File: src/rtl/mmix_mem_pkg.sv
// rtl/mmix_mem_pkg.sv - shared types and lane helpers for the MMIX memory responder
// Contents: size_e (access size), state_e (responder FSM states),
//           lane_be (byte enables), align (size alignment), extract (read lane pick).
package mmix_mem_pkg;

    typedef enum logic [1:0] {
        SZ_BYTE  = 2'd0,
        SZ_WYDE  = 2'd1,
        SZ_TETRA = 2'd2,
        SZ_OCTA  = 2'd3
    } size_e;

    typedef enum logic [1:0] {
        ST_IDLE  = 2'd0,
        ST_ISSUE = 2'd1,
        ST_RWAIT = 2'd2,
        ST_DONE  = 2'd3
    } state_e;

    // Big-endian lanes: byte offset k lives in lane 3-k, be[3] = bits 31:24.
    function automatic logic [3:0] lane_be(size_e size, logic [1:0] a);
        logic [3:0] be;
        case (size)
            SZ_BYTE: be = 4'b1000 >> a;
            SZ_WYDE: be = a[1] ? 4'b0011 : 4'b1100;
            default: be = 4'b1111;
        endcase
        return be;
    endfunction

    function automatic logic [63:0] align(logic [63:0] addr, size_e size);
        return addr & ~((64'd1 << size) - 64'd1);
    endfunction

    // Pull the addressed lanes out of a tetra, right-justified and zero-extended.
    function automatic logic [31:0] extract(logic [31:0] rdata, size_e size, logic [1:0] a);
        logic [31:0] v;
        logic [4:0]  sh;
        sh = {~a, 3'b000};  // (3 - a) * 8
        case (size)
            SZ_BYTE: v = (rdata >> sh) & 32'h0000_00FF;
            SZ_WYDE: v = a[1] ? {16'h0000, rdata[15:0]} : {16'h0000, rdata[31:16]};
            default: v = rdata;
        endcase
        return v;
    endfunction

endpackage

File: src/rtl/mmix_mem_responder_if.sv
// rtl/mmix_mem_responder_if.sv - CPU-side size-tagged request/done memory bus
// Signals: mem_address, mem_datasize, mem_read, mem_write, mem_writedata (CPU -> memory),
//          mem_readdata, mem_done (memory -> CPU).
// Modports: master = CPU side, slave = responder side.
interface mmix_mem_responder_if;
    logic [63:0] mem_address;
    logic [1:0]  mem_datasize;
    logic        mem_read;
    logic        mem_write;
    logic [63:0] mem_writedata;
    logic [63:0] mem_readdata;
    logic        mem_done;

    modport master (
        output mem_address, mem_datasize, mem_read, mem_write, mem_writedata,
        input  mem_readdata, mem_done
    );

    modport slave (
        input  mem_address, mem_datasize, mem_read, mem_write, mem_writedata,
        output mem_readdata, mem_done
    );
endinterface

File: src/rtl/mmix_lane_align.sv
// rtl/mmix_lane_align.sv - combinational lane steering between the 64-bit bus and a 32-bit RAM
// Ports: size, offset (latched address bits 1:0), beat (octa half, 0 = high tetra),
//        writedata (latched, right-justified), rdata (RAM tetra) ->
//        be (byte enables), wdata (replicated RAM write data), rd_value (extracted read lanes).
module mmix_lane_align
    import mmix_mem_pkg::*;
(
    input  size_e       size,
    input  logic [1:0]  offset,
    input  logic        beat,
    input  logic [63:0] writedata,
    input  logic [31:0] rdata,
    output logic [3:0]  be,
    output logic [31:0] wdata,
    output logic [31:0] rd_value
);

    always_comb begin
        be       = lane_be(size, offset);
        rd_value = extract(rdata, size, offset);
        // Replicating the value means the enabled lanes always carry it,
        // whatever the offset.
        case (size)
            SZ_BYTE:  wdata = {4{writedata[7:0]}};
            SZ_WYDE:  wdata = {2{writedata[15:0]}};
            SZ_TETRA: wdata = writedata[31:0];
            default:  wdata = beat ? writedata[31:0] : writedata[63:32];
        endcase
    end

endmodule

File: src/rtl/mmix_mem_responder.sv
// rtl/mmix_mem_responder.sv - responder servicing MMIX bus requests against a 32-bit big-endian RAM
// Ports: clk, reset (async, active-high); bus (slave side of the CPU request/done bus);
//        ram_addr/ram_re/ram_we/ram_be/ram_wdata -> RAM, ram_rdata <- RAM;
//        protocol_err (sticky: read and write requested together).
module mmix_mem_responder
    import mmix_mem_pkg::*;
#(
    parameter int ADDR_BITS = 16,
    parameter int RD_LAT    = 1
) (
    input  logic                 clk,
    input  logic                 reset,
    mmix_mem_responder_if.slave  bus,
    output logic [ADDR_BITS-3:0] ram_addr,
    output logic                 ram_re,
    output logic                 ram_we,
    output logic [3:0]           ram_be,
    output logic [31:0]          ram_wdata,
    input  logic [31:0]          ram_rdata,
    output logic                 protocol_err
);

    localparam logic [1:0] LAT_M1 = 2'(RD_LAT - 1);

    state_e                 state, state_d;
    logic [ADDR_BITS-1:0]   addr_q;
    size_e                  size_q;
    logic [63:0]            wdata_q;
    logic                   is_write_q;
    logic                   beat_q;
    logic [1:0]             cnt_q;
    logic [63:0]            readdata_q;
    logic                   perr_q;

    logic                   req;
    size_e                  req_size;
    logic [63:0]            aligned_addr;
    logic                   more_beats;
    logic [ADDR_BITS-3:0]   tetra_addr;
    logic [3:0]             lane_be_w;
    logic [31:0]            lane_wdata;
    logic [31:0]            rd_value;

    assign req          = bus.mem_read | bus.mem_write;
    assign req_size     = size_e'(bus.mem_datasize);
    assign aligned_addr = align(bus.mem_address, req_size);
    assign more_beats   = (size_q == SZ_OCTA) && !beat_q;
    // Octa addresses are 8-aligned, so beat1 just sets bit 0 of the tetra index;
    // the top bits never carry, which gives the required wrap at the top of memory.
    assign tetra_addr   = addr_q[ADDR_BITS-1:2] | {{(ADDR_BITS-3){1'b0}}, beat_q};

    mmix_lane_align u_lane (
        .size      (size_q),
        .offset    (addr_q[1:0]),
        .beat      (beat_q),
        .writedata (wdata_q),
        .rdata     (ram_rdata),
        .be        (lane_be_w),
        .wdata     (lane_wdata),
        .rd_value  (rd_value)
    );

    always_ff @(posedge clk or posedge reset) begin
        if (reset) state <= ST_IDLE;
        else       state <= state_d;
    end

    always_comb begin
        state_d      = state;
        ram_re       = 1'b0;
        ram_we       = 1'b0;
        ram_be       = 4'b0000;
        ram_wdata    = 32'h0;
        bus.mem_done = 1'b0;
        case (state)
            ST_IDLE: begin
                if (req) state_d = ST_ISSUE;
            end
            ST_ISSUE: begin
                ram_be = lane_be_w;
                if (is_write_q) begin
                    ram_we    = 1'b1;
                    ram_wdata = lane_wdata;
                    state_d   = more_beats ? ST_ISSUE : ST_DONE;
                end else begin
                    ram_re  = 1'b1;
                    state_d = ST_RWAIT;
                end
            end
            ST_RWAIT: begin
                if (cnt_q == 2'd0) state_d = more_beats ? ST_ISSUE : ST_DONE;
            end
            default: begin
                bus.mem_done = 1'b1;
                state_d      = ST_IDLE;
            end
        endcase
    end

    always_ff @(posedge clk or posedge reset) begin
        if (reset) begin
            addr_q     <= '0;
            size_q     <= SZ_BYTE;
            wdata_q    <= '0;
            is_write_q <= 1'b0;
            beat_q     <= 1'b0;
            cnt_q      <= '0;
            readdata_q <= '0;
            perr_q     <= 1'b0;
        end else begin
            case (state)
                ST_IDLE: begin
                    if (req) begin
                        addr_q     <= aligned_addr[ADDR_BITS-1:0];
                        size_q     <= req_size;
                        wdata_q    <= bus.mem_writedata;
                        // Read wins when both are raised; the write is dropped.
                        is_write_q <= !bus.mem_read;
                        beat_q     <= 1'b0;
                        if (bus.mem_read && bus.mem_write) perr_q <= 1'b1;
                    end
                end
                ST_ISSUE: begin
                    cnt_q <= LAT_M1;
                    // Reads keep beat_q until the data is captured in RWAIT.
                    if (is_write_q && more_beats) beat_q <= 1'b1;
                end
                ST_RWAIT: begin
                    if (cnt_q == 2'd0) begin
                        if (size_q == SZ_OCTA) begin
                            if (beat_q) readdata_q[31:0]  <= ram_rdata;
                            else        readdata_q[63:32] <= ram_rdata;
                        end else begin
                            readdata_q <= {32'h0, rd_value};
                        end
                        if (more_beats) beat_q <= 1'b1;
                    end else begin
                        cnt_q <= cnt_q - 2'd1;
                    end
                end
                default: ;
            endcase
        end
    end

    assign ram_addr         = (state == ST_ISSUE) ? tetra_addr : '0;
    assign bus.mem_readdata = readdata_q;
    assign protocol_err     = perr_q;

endmodule

File: src/flat_wrapper.sv
// flat-port wrapper written by rule: the top's interface ports become plain ports
module mmix_mem_responder_flat import mmix_mem_pkg::*;
#(
    parameter int ADDR_BITS = 16,
    parameter int RD_LAT    = 1
)
  (clk, reset, ram_addr, ram_re, ram_we, ram_be, ram_wdata, ram_rdata, protocol_err, bus_mem_address, bus_mem_datasize, bus_mem_read, bus_mem_write, bus_mem_writedata, bus_mem_readdata, bus_mem_done);
  mmix_mem_responder_if bus_i ();
  input  logic clk;
  input  logic reset;
  output logic [ADDR_BITS-3:0] ram_addr;
  output logic ram_re;
  output logic ram_we;
  output logic [3:0] ram_be;
  output logic [31:0] ram_wdata;
  input  logic [31:0] ram_rdata;
  output logic protocol_err;
  input wire logic [$bits(bus_i.mem_address)-1:0] bus_mem_address;
  input wire logic [$bits(bus_i.mem_datasize)-1:0] bus_mem_datasize;
  input wire logic [$bits(bus_i.mem_read)-1:0] bus_mem_read;
  input wire logic [$bits(bus_i.mem_write)-1:0] bus_mem_write;
  input wire logic [$bits(bus_i.mem_writedata)-1:0] bus_mem_writedata;
  output wire logic [$bits(bus_i.mem_readdata)-1:0] bus_mem_readdata;
  output wire logic [$bits(bus_i.mem_done)-1:0] bus_mem_done;
  assign bus_i.mem_address = bus_mem_address;
  assign bus_i.mem_datasize = bus_mem_datasize;
  assign bus_i.mem_read = bus_mem_read;
  assign bus_i.mem_write = bus_mem_write;
  assign bus_i.mem_writedata = bus_mem_writedata;
  assign bus_mem_readdata = bus_i.mem_readdata;
  assign bus_mem_done = bus_i.mem_done;
  mmix_mem_responder #(.ADDR_BITS(ADDR_BITS), .RD_LAT(RD_LAT)) u_core (.clk(clk), .reset(reset), .bus(bus_i), .ram_addr(ram_addr), .ram_re(ram_re), .ram_we(ram_we), .ram_be(ram_be), .ram_wdata(ram_wdata), .ram_rdata(ram_rdata), .protocol_err(protocol_err));
endmodule
File: config.mk
export PLATFORM = sky130hd
export DESIGN_NAME = mmix_mem_responder_flat
export DESIGN_NICKNAME = d
export VERILOG_FILES = /design/src/rtl/mmix_mem_pkg.sv /design/src/rtl/mmix_mem_responder_if.sv /design/src/rtl/mmix_lane_align.sv /design/src/rtl/mmix_mem_responder.sv /design/src/flat_wrapper.sv
export SDC_FILE = /design/constraint.sdc
export NUM_CORES = 1
export LEC_CHECK = 0
export ABC_CLOCK_PERIOD_IN_PS = 5850
export BUFFER_PORTS_ARGS = -buffer_cell sky130_fd_sc_hd__clkbuf_2
export CELL_PAD_IN_SITES_DETAIL_PLACEMENT = 1
export CELL_PAD_IN_SITES_GLOBAL_PLACEMENT = 2
export CORE_UTILIZATION = 31
export CTS_CLUSTER_SIZE = 30
export DETAILED_ROUTE_END_ITERATION = 10
export GPL_TIMING_DRIVEN = 0
export PLACE_DENSITY = 0.82
export SLEW_MARGIN = 30
export SYNTH_ARGS = -nofsm -noshare
export SYNTH_HDL_FRONTEND = slang
export SYNTH_HIERARCHICAL = 1
export SYNTH_SLANG_ARGS = --single-unit
File: constraint.sdc
create_clock -name clk -period 5.85 [get_ports clk]
set_clock_uncertainty 0.15 [all_clocks]
set_input_delay 1.17 -clock clk [delete_from_list [all_inputs] [get_ports clk]]
set_output_delay 1.17 -clock clk [all_outputs]
set_load 0.005 [all_outputs]
==> results.yml, run 1 <==
clock_network:
  cts_tree: "done"
  postCtsHoldBufs: 0
  cts_resized: 0
  cts_buffers: 17
  htreeDepth: 4
  cts_buffer_depth: 2
  root_buffer: "clkbuf_16"
  clk_latency_ns: 0.43
  cts_sinks: 153
  clkTransAtPathRegs_ns: 0.06
  postCtsSetupBuffers: 0
timing:
  fin_crit_sh: 0.646
  slew_violations: 0
  rsz0062_at_grt: "false"
  fin_ws_ns: 2.07
  hold_viol_final: 0
  tightest_slew_ns: 0.662
  finalSetupViolCount: 0
  fin_crit_ns: 3.78
  maxSlewHeadroom: 0.559
  hold_ws_ns: 0.326
  fmax_mhz: 265
global_route:
  antenna_found_initial: 1
  grt_max_degree: 87
  gr-total-overflow: 0
  grt_pass1_wl_mm: 42.5
  grt_pass1_vias: 7124
  grt.total_usage: 0.213
final_layout:
  n_fill_cell: 2913
  diodes: 0
  layout-drive-gt1-share: 0.360
  fin_nets: 1156
  design_area_sq_um: 10300
  utilization: 0.407
  stdcell_count: 1327
  area_delta_synth_final_pct: 27.4
setup_path:
  crit_start: "u_core/size_q[0]"
  worstPathCellList: "buf_4, buf_1, nor2_1, a21oi_1, and3_1, clkbuf_2"
  crit_path_max_fanout: 12
  cp_data_required_time_ns: 4.53
  cp_data_arrival_time_ns: 2.46
  reg2reg_from: "u_core/state[0]"
  critPathSlowestCell: "dfrtp_1"
  slowest_delay_ns: 0.63
  criticalPathCategory: "register to output pin"
  end_kind: "output pin"
  startpoint_type: "register"
route:
  wl_mm: 27.5
  drt-vias-per-instance: 4.99
  drc_errors: 0
  ant_nets: 0
  drt-initial-drc-count: 394
  vias: 6628
  first_pass_iters: 5
  wire_per_inst_um: 20.8
power:
  comb_power_share: 0.481
  pwr-share-seq: 0.328
  power.leakage_nw: 5.25
  clkPwrFrac: 0.191
  p_switching_mw: 2.44
  swShare: 0.404
  p_per_area_nw_per_um2: 585
  internal_power_mw: 3.61
  vdd_drop_max_mv: 0.163
synthesis:
  yosys-top-cells-count: "dfrtp_1, mux2_1, and3_1"
  synthTopCellsByArea: "dfrtp_1, mux2_1, mux2i_1"
  synth_top_flop_cell: "dfrtp_1"
  synth-seq-cells: 153
  synth_cell_types: 45
  yosys_warnings: 6
  synth_top_area_share: 0.472
  netlist_area_sq_um: 8120
  synth_nets: 901
  avgSynthCellArea_sq_um: 11.1
  ys_seq_area_frac: 0.472
  syn_inst: 729
  synthArstFlopShare: 1.00
  synth.most_common_cell: "dfrtp_1"
  synth_edf_count: 0
  yosys.area.top_type: "dfrtp_1"
die:
  fp.dieW_um: 164
  rows: 58
  dieArea_sq_um: 26800
  io_pins: 284
  fp.dieH_um: 164
  core-area_sq_um: 25400
  initial_utilization: 0.320
placed_design:
  placed_cells: 1295
  dp_slack_ns: 2.47
  place_area_sq_um: 9740
  portBuffers: 235
  dp_hpwl_mm: 20.9
  gp_congestion: 0.798
outcome:
  status: "completed"
job:
  maxCapViolations: 0
hold_path:
  min_path_type: "register to register"
  min_from: "u_core/cnt_q[0]"
-- power groups by stage --
| stage | registers (mW) | clock network [mW] | logic, mW |
|---|---|---|---|
| floorplan | 1.86 | 0 | 1.92 |
| global placement | 1.99 | 0 | 2.87 |
| detailed placement | 2.02 | 0 | 2.94 |
| CTS | 2.00 | 1.19 | 2.95 |
| global route | 2.05 | 1.23 | 3.21 |
| finish | 1.98 | 1.16 | 2.91 |
-- cell families (layout without fill, tap and decap cells) --
group,Yosys count,after routing,share of synthesized area
and+or+nand+nor,189,189,0.125
AOI/OAI and AO/OA,107,107,0.0889
muxes,179,179,0.250
DFF,153,153,0.472
buffers and inverters,95,363,0.0555
adders and majority gates,6,6,0.00925
-- area by class of cell --
| cell class | instances | area, sq um | area share |
|---|---|---|---|
| inverters | 41 | 161 | 0.0156 |
| well taps | 330 | 413 | 0.0399 |
| clock inverters | 13 | 156 | 0.0151 |
| multi-input cells | 481 | 3840 | 0.371 |
| repair buffers | 236 | 1200 | 0.116 |
| flip-flops and latches | 153 | 3830 | 0.370 |
| clock buffers | 19 | 443 | 0.0428 |
| plain buffers | 54 | 297 | 0.0287 |
-- final timing paths --
check / to / slack, ns / cells after the start
worst max register to register: u_core/bus.mem_readdata[40] / 3.56 / 7
min in group asynchronous: u_core/bus.mem_readdata[29] / 0.62 / 2
worst max-delay path: ram_wdata[8] / 2.07 / 6
worst min-delay path: u_core/cnt_q[0] / 0.33 / 1
max in group asynchronous: u_core/wdata_q[47] / 4.07 / 3
worst min register to register: u_core/cnt_q[0] / 0.33 / 1
-- per-stage QoR --
step / setup TNS, ns / power [mW]
after floorplan: 0 / 3.78
after global placement: -263.55 / 4.86
after detailed placement: 0 / 4.96
after CTS: 0 / 6.14
after global routing: 0 / 6.50
final: 0 / 6.05
-- flip-flops by register name (all words and copies together), names as in the netlist --
signal                   cells
u_core/is_write_q            1
u_core/protocol_err          1
u_core/bus.mem_readdata     64
u_core/size_q                2
u_core/cnt_q                 2
u_core/wdata_q              64
u_core/addr_q               16
u_core/beat_q                1
u_core/state                 2
-- worst max-delay path: cells and delay by family (launching register included) --
family,cells,cell delay (ns)
AO/OA/AOI/OAI,1,0.13
buffers and inverters,3,0.96
flip-flops,1,0.63
AND/OR/NAND/NOR,2,0.31
-- layer usage --
layer	global-route usage	part of all wire	vias up
li1	-	-	3070
met1	0.267	0.43	3309
met2	0.359	0.48	215
met3	0.0548	0.069	32
met4	0.0640	0.017	2
met5	0	0.00044	-
-- cell usage in the layout (no fill, tap or decap), types with 3 or more instances in the layout --
cell and count:
inv_8 3, mux2_4 5, and3_1 64, ha_1 6
clkbuf_2 235, inv_6 5, mux2i_1 48, buf_1 3
o221a_2 8, clkbuf_16 17, dfrtp_1 153, a22o_1 18
mux2_2 36, o21ai_1 10, a21oi_1 42, inv_1 40
clkbuf_1 23, a211oi_1 3, mux4_2 5, buf_4 6
a31oi_1 11, nor2_1 18, buf_2 18, and2_1 34
buf_8 3, nand2b_1 4, nor2b_1 6, nand2_1 52
mux2_1 85
No activity file was read; power rests on OpenSTA's default activity.
==> run 2: changes to the inputs <==
--- a/config.mk
+++ b/config.mk
@@ -5,7 +5,7 @@
 export SDC_FILE = /design/constraint.sdc
 export NUM_CORES = 1
 export LEC_CHECK = 0
-export ABC_CLOCK_PERIOD_IN_PS = 5850
+export ABC_CLOCK_PERIOD_IN_PS = 3520
 export BUFFER_PORTS_ARGS = -buffer_cell sky130_fd_sc_hd__clkbuf_2
 export CELL_PAD_IN_SITES_DETAIL_PLACEMENT = 1
 export CELL_PAD_IN_SITES_GLOBAL_PLACEMENT = 2
==> constraint.sdc (replaced) <==
create_clock -name clk -period 3.52 [get_ports clk]
set_clock_uncertainty 0.15 [all_clocks]
set_input_delay 0.704 -clock clk [delete_from_list [all_inputs] [get_ports clk]]
set_output_delay 0.704 -clock clk [all_outputs]
set_load 0.005 [all_outputs]
==> results.yml, run 2 (synthesized netlist as in run 1, its figures left out) <==
clock_network:
  postCtsSetupBuffers: 0
  cts_tree: "done"
  clkTransAtPathRegs_ns: 0.07
  cts_sinks: 153
  cts_buffer_depth: 2
  clk_latency_ns: 0.43
  htreeDepth: 4
  root_buffer: "clkbuf_16"
  cts_buffers: 17
placed_design:
  portBuffers: 235
  placed_cells: 1300
  gp_congestion: 0.826
  dp_hpwl_mm: 21.3
  dp_slack_ns: 0.612
power:
  pwr-share-seq: 0.329
  swShare: 0.412
  internal_power_mw: 5.88
  comb_power_share: 0.485
  clkPwrFrac: 0.186
  finalPower_mw: 10.0
  vdd_drop_max_mv: 0.328
  p_per_area_nw_per_um2: 957
  p_switching_mw: 4.12
  power.leakage_nw: 5.30
timing:
  fin_crit_ns: 3.22
  hold_ws_ns: 0.184
  slew_violations: 0
  maxSlewHeadroom: 0.561
  fin_crit_sh: 0.915
  hold_viol_final: 0
  fin_ws_ns: 0.300
  fmax_mhz: 311
  tightest_slew_ns: 0.659
  finalSetupViolCount: 0
  rsz0062_at_grt: "false"
setup_path:
  end_kind: "output pin"
  critPathTopFamily: "buffers and inverters"
  startpoint_type: "register"
  criticalPathCategory: "register to output pin"
  crit_path_max_fanout: 10
  cp_num_buf_inv: 4
  slowest_delay_ns: 0.45
  worstPathCellList: "inv_1, ha_1, clkbuf_1, clkbuf_1, and3_1, clkbuf_2"
  reg2reg_slack_ns: 1.28
  cp_data_required_time_ns: 2.67
  critPathSlowestCell: "clkbuf_1"
  cp_data_arrival_time_ns: 2.37
  cp_common_cell: "clkbuf_1"
final_layout:
  area_delta_synth_final_pct: 28.7
  layout-drive-gt1-share: 0.365
  mostFrequentLayoutCells: "clkbuf_2, dfrtp_1, mux2_1, and3_1, nand2_1"
  fin_nets: 1161
  n_fill_cell: 2915
  utilization: 0.411
  stdcell_count: 1332
  final_common_cell: "clkbuf_2"
  diodes: 0
die:
  fp.dieW_um: 164
  initial_utilization: 0.320
  fp.dieH_um: 164
  dieArea_sq_um: 26800
  core-area_sq_um: 25400
  io_pins: 284
  rows: 58
route:
  wl_mm: 27.4
  drt-initial-drc-count: 284
  ant_nets: 0
  wire_per_inst_um: 20.6
  drt-vias-per-instance: 4.99
  vias: 6641
  first_pass_iters: 4
  drc_errors: 0
global_route:
  grt_pass1_vias: 7209
  grt_pass1_wl_mm: 42.5
  antenna_found_initial: 1
  gr-total-overflow: 0
  grt_max_degree: 29
  grt.total_usage: 0.213
job:
  maxCapViolations: 0
outcome:
  status: "completed"
hold_path:
  min_path_type: "input pin to asynchronous set/reset pin"
[run 2: changes by cell type in the layout (fill, tap and decap cells not counted), sizes merged]
| cell | before | now |
|---|---|---|
| clkbuf | 276 | 275 |
| clkinv | 3 | 8 |
| buf | 33 | 37 |
| inv | 48 | 47 |
| bufinv | 2 | 0 |
[run 2: through the flow]
step | area (sq um) | setup TNS [ns]
after floorplan | 8120 | 0
after global placement | 9710 | -68.70
after detailed placement | 9850 | 0
after CTS | 10400 | 0
after global routing | 10400 | 0
final | 10400 | 0
[run 2: routing by layer]
metal | track usage | wire (um) | up-vias
li1 | - | - | 3089
met1 | 0.265 | 11700 | 3320
met2 | 0.361 | 13400 | 197
met3 | 0.0571 | 1870 | 33
met4 | 0.0589 | 405 | 2
met5 | 0 | 12 | -
[run 2: layout make-up]
| cell class | instances | area, sq um | share of cell area |
|---|---|---|---|
| multi-input cells | 481 | 3840 | 0.367 |
| flip-flops and latches | 153 | 3830 | 0.366 |
| repair buffers | 241 | 1310 | 0.125 |
| clock buffers | 17 | 425 | 0.0407 |
| well taps | 330 | 413 | 0.0395 |
| plain buffers | 54 | 298 | 0.0285 |
| clock inverters | 15 | 176 | 0.0169 |
| inverters | 41 | 158 | 0.0151 |
[run 2: power groups by stage]
| stage | logic, mW | clock network [mW] | registers (mW) |
|---|---|---|---|
| global placement | 4.78 | 0 | 3.30 |
| CTS | 4.93 | 1.91 | 3.30 |
| global route | 5.36 | 1.98 | 3.40 |
| detailed placement | 4.90 | 0 | 3.34 |
| finish | 4.85 | 1.86 | 3.29 |
| floorplan | 3.20 | 0 | 3.09 |
[run 2: repair_timing]
action | 4_1_cts | 5_1_grt
hold buffers | 0 | 0
endpoints found under the setup margin | 0 | 2
gates resized for setup | 0 | 1
[run 2: worst paths after layout]
path / startpoint / endpoint / cells past startpoint
setup / recovery: u_core/state[1] / ram_wdata[26] / 6
hold / removal: reset / u_core/bus.mem_readdata[27] / 2
setup reg to reg: u_core/state[0] / u_core/bus.mem_readdata[53] / 7
hold reg to reg: u_core/cnt_q[0] / u_core/cnt_q[0] / 1
max in group asynchronous: reset / u_core/wdata_q[14] / 4
min in group clk: bus_mem_writedata[35] / u_core/wdata_q[35] / 2
==> run 3: changes to the inputs <==
--- a/config.mk
+++ b/config.mk
@@ -9,7 +9,7 @@
 export BUFFER_PORTS_ARGS = -buffer_cell sky130_fd_sc_hd__clkbuf_2
 export CELL_PAD_IN_SITES_DETAIL_PLACEMENT = 1
 export CELL_PAD_IN_SITES_GLOBAL_PLACEMENT = 2
-export CORE_UTILIZATION = 31
+export CORE_UTILIZATION = 30
 export CTS_CLUSTER_SIZE = 30
 export DETAILED_ROUTE_END_ITERATION = 10
 export GPL_TIMING_DRIVEN = 0
@@ -17,5 +17,4 @@
 export SLEW_MARGIN = 30
 export SYNTH_ARGS = -nofsm -noshare
 export SYNTH_HDL_FRONTEND = slang
-export SYNTH_HIERARCHICAL = 1
 export SYNTH_SLANG_ARGS = --single-unit
==> results.yml, run 3 <==
setup_path:
  cp.depth: 6
  crit_path_max_fanout: 10
  worstPathCellList: "and3b_1, buf_2, clkbuf_1, nand2_1, a21oi_1, clkbuf_2"
  r2r_cells: 6
  startpoint_type: "register"
  cp_num_buf_inv: 3
  cp_data_arrival_time_ns: 2.42
  crit_start: "u_core.beat_q"
  critPathSlowestCell: "clkbuf_1"
  criticalPathCategory: "register to output pin"
  reg2reg_from: "u_core.state[0]"
  cp_data_required_time_ns: 2.67
  end_kind: "output pin"
  critPathTopFamily: "buffers and inverters"
  slowest_delay_ns: 0.53
route:
  drt-initial-drc-count: 296
  first_pass_iters: 6
  vias: 6377
  ant_nets: 0
  wire_per_inst_um: 20.7
  wl_mm: 26.3
  drc_errors: 0
  drt-vias-per-instance: 5.01
synthesis:
  syn_inst: 677
  synth_cell_types: 47
  yosys_warnings: 0
  synth_top_flop_cell: "dfrtp_1"
  synthTopCellsByArea: "dfrtp_1, mux2_2, o21ai_0"
  yosys-top-cells-count: "dfrtp_1, mux2_2, nand2_1"
  synth.most_common_cell: "dfrtp_1"
  synth_edf_count: 0
  synth_nets: 849
  netlist_area_sq_um: 7480
  yosys.area.top_type: "dfrtp_1"
  avgSynthCellArea_sq_um: 11.0
  synth-seq-cells: 153
  ys_seq_area_frac: 0.512
  synthArstFlopShare: 1.00
  synth_top_area_share: 0.512
timing:
  hold_ws_ns: 0.111
  hold_viol_final: 0
  fin_crit_sh: 0.931
  fmax_mhz: 305
  maxSlewHeadroom: 0.542
  rsz0062_at_grt: "false"
  slew_violations: 0
  tightest_slew_ns: 0.687
  fin_crit_ns: 3.28
  finalSetupViolCount: 0
global_route:
  grt_pass1_wl_mm: 40.3
  grt_pass1_vias: 6713
  grt.total_usage: 0.210
  gr-total-overflow: 0
  antenna_found_initial: 0
  grt_max_degree: 29
clock_network:
  cts_buffers: 17
  htreeDepth: 4
  clkTransAtPathRegs_ns: 0.07
  root_buffer: "clkbuf_16"
  postCtsSetupBuffers: 0
  cts_sinks: 153
  postCtsHoldBufs: 0
  cts_buffer_depth: 2
  cts_tree: "done"
  cts_resized: 0
  clk_latency_ns: 0.44
final_layout:
  mostFrequentLayoutCells: "clkbuf_2, dfrtp_1, mux2_2, nand2_1, o21ai_0"
  design_area_sq_um: 9780
  fin_nets: 1109
  final_common_cell: "clkbuf_2"
  n_fill_cell: 2852
  diodes: 0
  layout-drive-gt1-share: 0.425
  area_delta_synth_final_pct: 30.8
  stdcell_count: 1274
placed_design:
  dp_hpwl_mm: 20.4
  portBuffers: 235
  place_area_sq_um: 9200
  placed_cells: 1242
  gp_congestion: 0.772
die:
  core-area_sq_um: 24400
  rows: 57
  io_pins: 284
  fp.dieH_um: 160
  dieArea_sq_um: 25600
  initial_utilization: 0.307
  fp.dieW_um: 160
power:
  p_per_area_nw_per_um2: 955
  vdd_drop_max_mv: 0.310
  power.leakage_nw: 4.70
  finalPower_mw: 9.34
job:
  maxCapViolations: 0
outcome:
  status: "completed"
hold_path:
  min_path_type: "input pin to asynchronous set/reset pin"
==> run 3: cell types whose count changed after synthesis, sizes merged, moves of 13 or more <==
cell / delta
a21oi: -15
and2: -19
and3: -47
inv: -30
mux2: -20
mux2i: -40
nand2: +24
o21a: +13
o21ai: +58
==> run 3: cells by family after synthesis <==
logic type | after synthesis | share of synthesized area
simple gates | 153 | 0.101
flops | 153 | 0.512
compound gates | 185 | 0.159
fa+ha+maj | 6 | 0.0100
mux | 114 | 0.175
buf+inv | 66 | 0.0423
==> run 3: cell type report <==
| cell class | instances | area (sq um) | area share |
|---|---|---|---|
| multi-input cells | 458 | 3330 | 0.341 |
| flip-flops and latches | 153 | 3830 | 0.391 |
| clock buffers | 17 | 425 | 0.0435 |
| inverters | 12 | 48.8 | 0.00499 |
| well taps | 324 | 405 | 0.0414 |
| plain buffers | 54 | 272 | 0.0278 |
| repair buffers | 241 | 1310 | 0.134 |
| clock inverters | 15 | 155 | 0.0159 |
==> run 3: layer usage <==
layer  vias to the layer above  share of wire  routed length (um)  global-route usage
met4                         0          0.010                 275              0.0498
met3                        28          0.062                1630              0.0553
met1                      3183           0.44               11600               0.268
li1                       2955              -                   -                   -
met2                       211           0.49               12800               0.355
met5                         -              0                   0                   0
==> run 3: worst paths after layout <==
kind | endpoint | slack, ns
setup / recovery | ram_wdata[24] | 0.24
hold / removal | u_core.bus.mem_readdata[57] | 0.11
setup reg to reg | u_core.bus.mem_readdata[39] | 1.31
hold reg to reg | u_core.protocol_err | 0.32
max in group asynchronous | u_core.wdata_q[58] | 2.26
min in group clk | u_core.wdata_q[37] | 0.32
==> run 3: metrics by stage <==
step	TNS, ns	util	setup slack (ns)
after CTS	0	0.401	0.188
final	0	0.401	0.243
after detailed placement	0	0.377	0.671
after global routing	0	0.401	0.0818
after global placement	-58.87	0.372	-0.403
after floorplan	0	-	0.735
==> run 3: report_power, final <==
part           total [mW]  internal, mW  switching (mW)
registers            3.18          2.61           0.572
logic                4.30          1.95            2.35
clock network        1.86          1.01           0.853
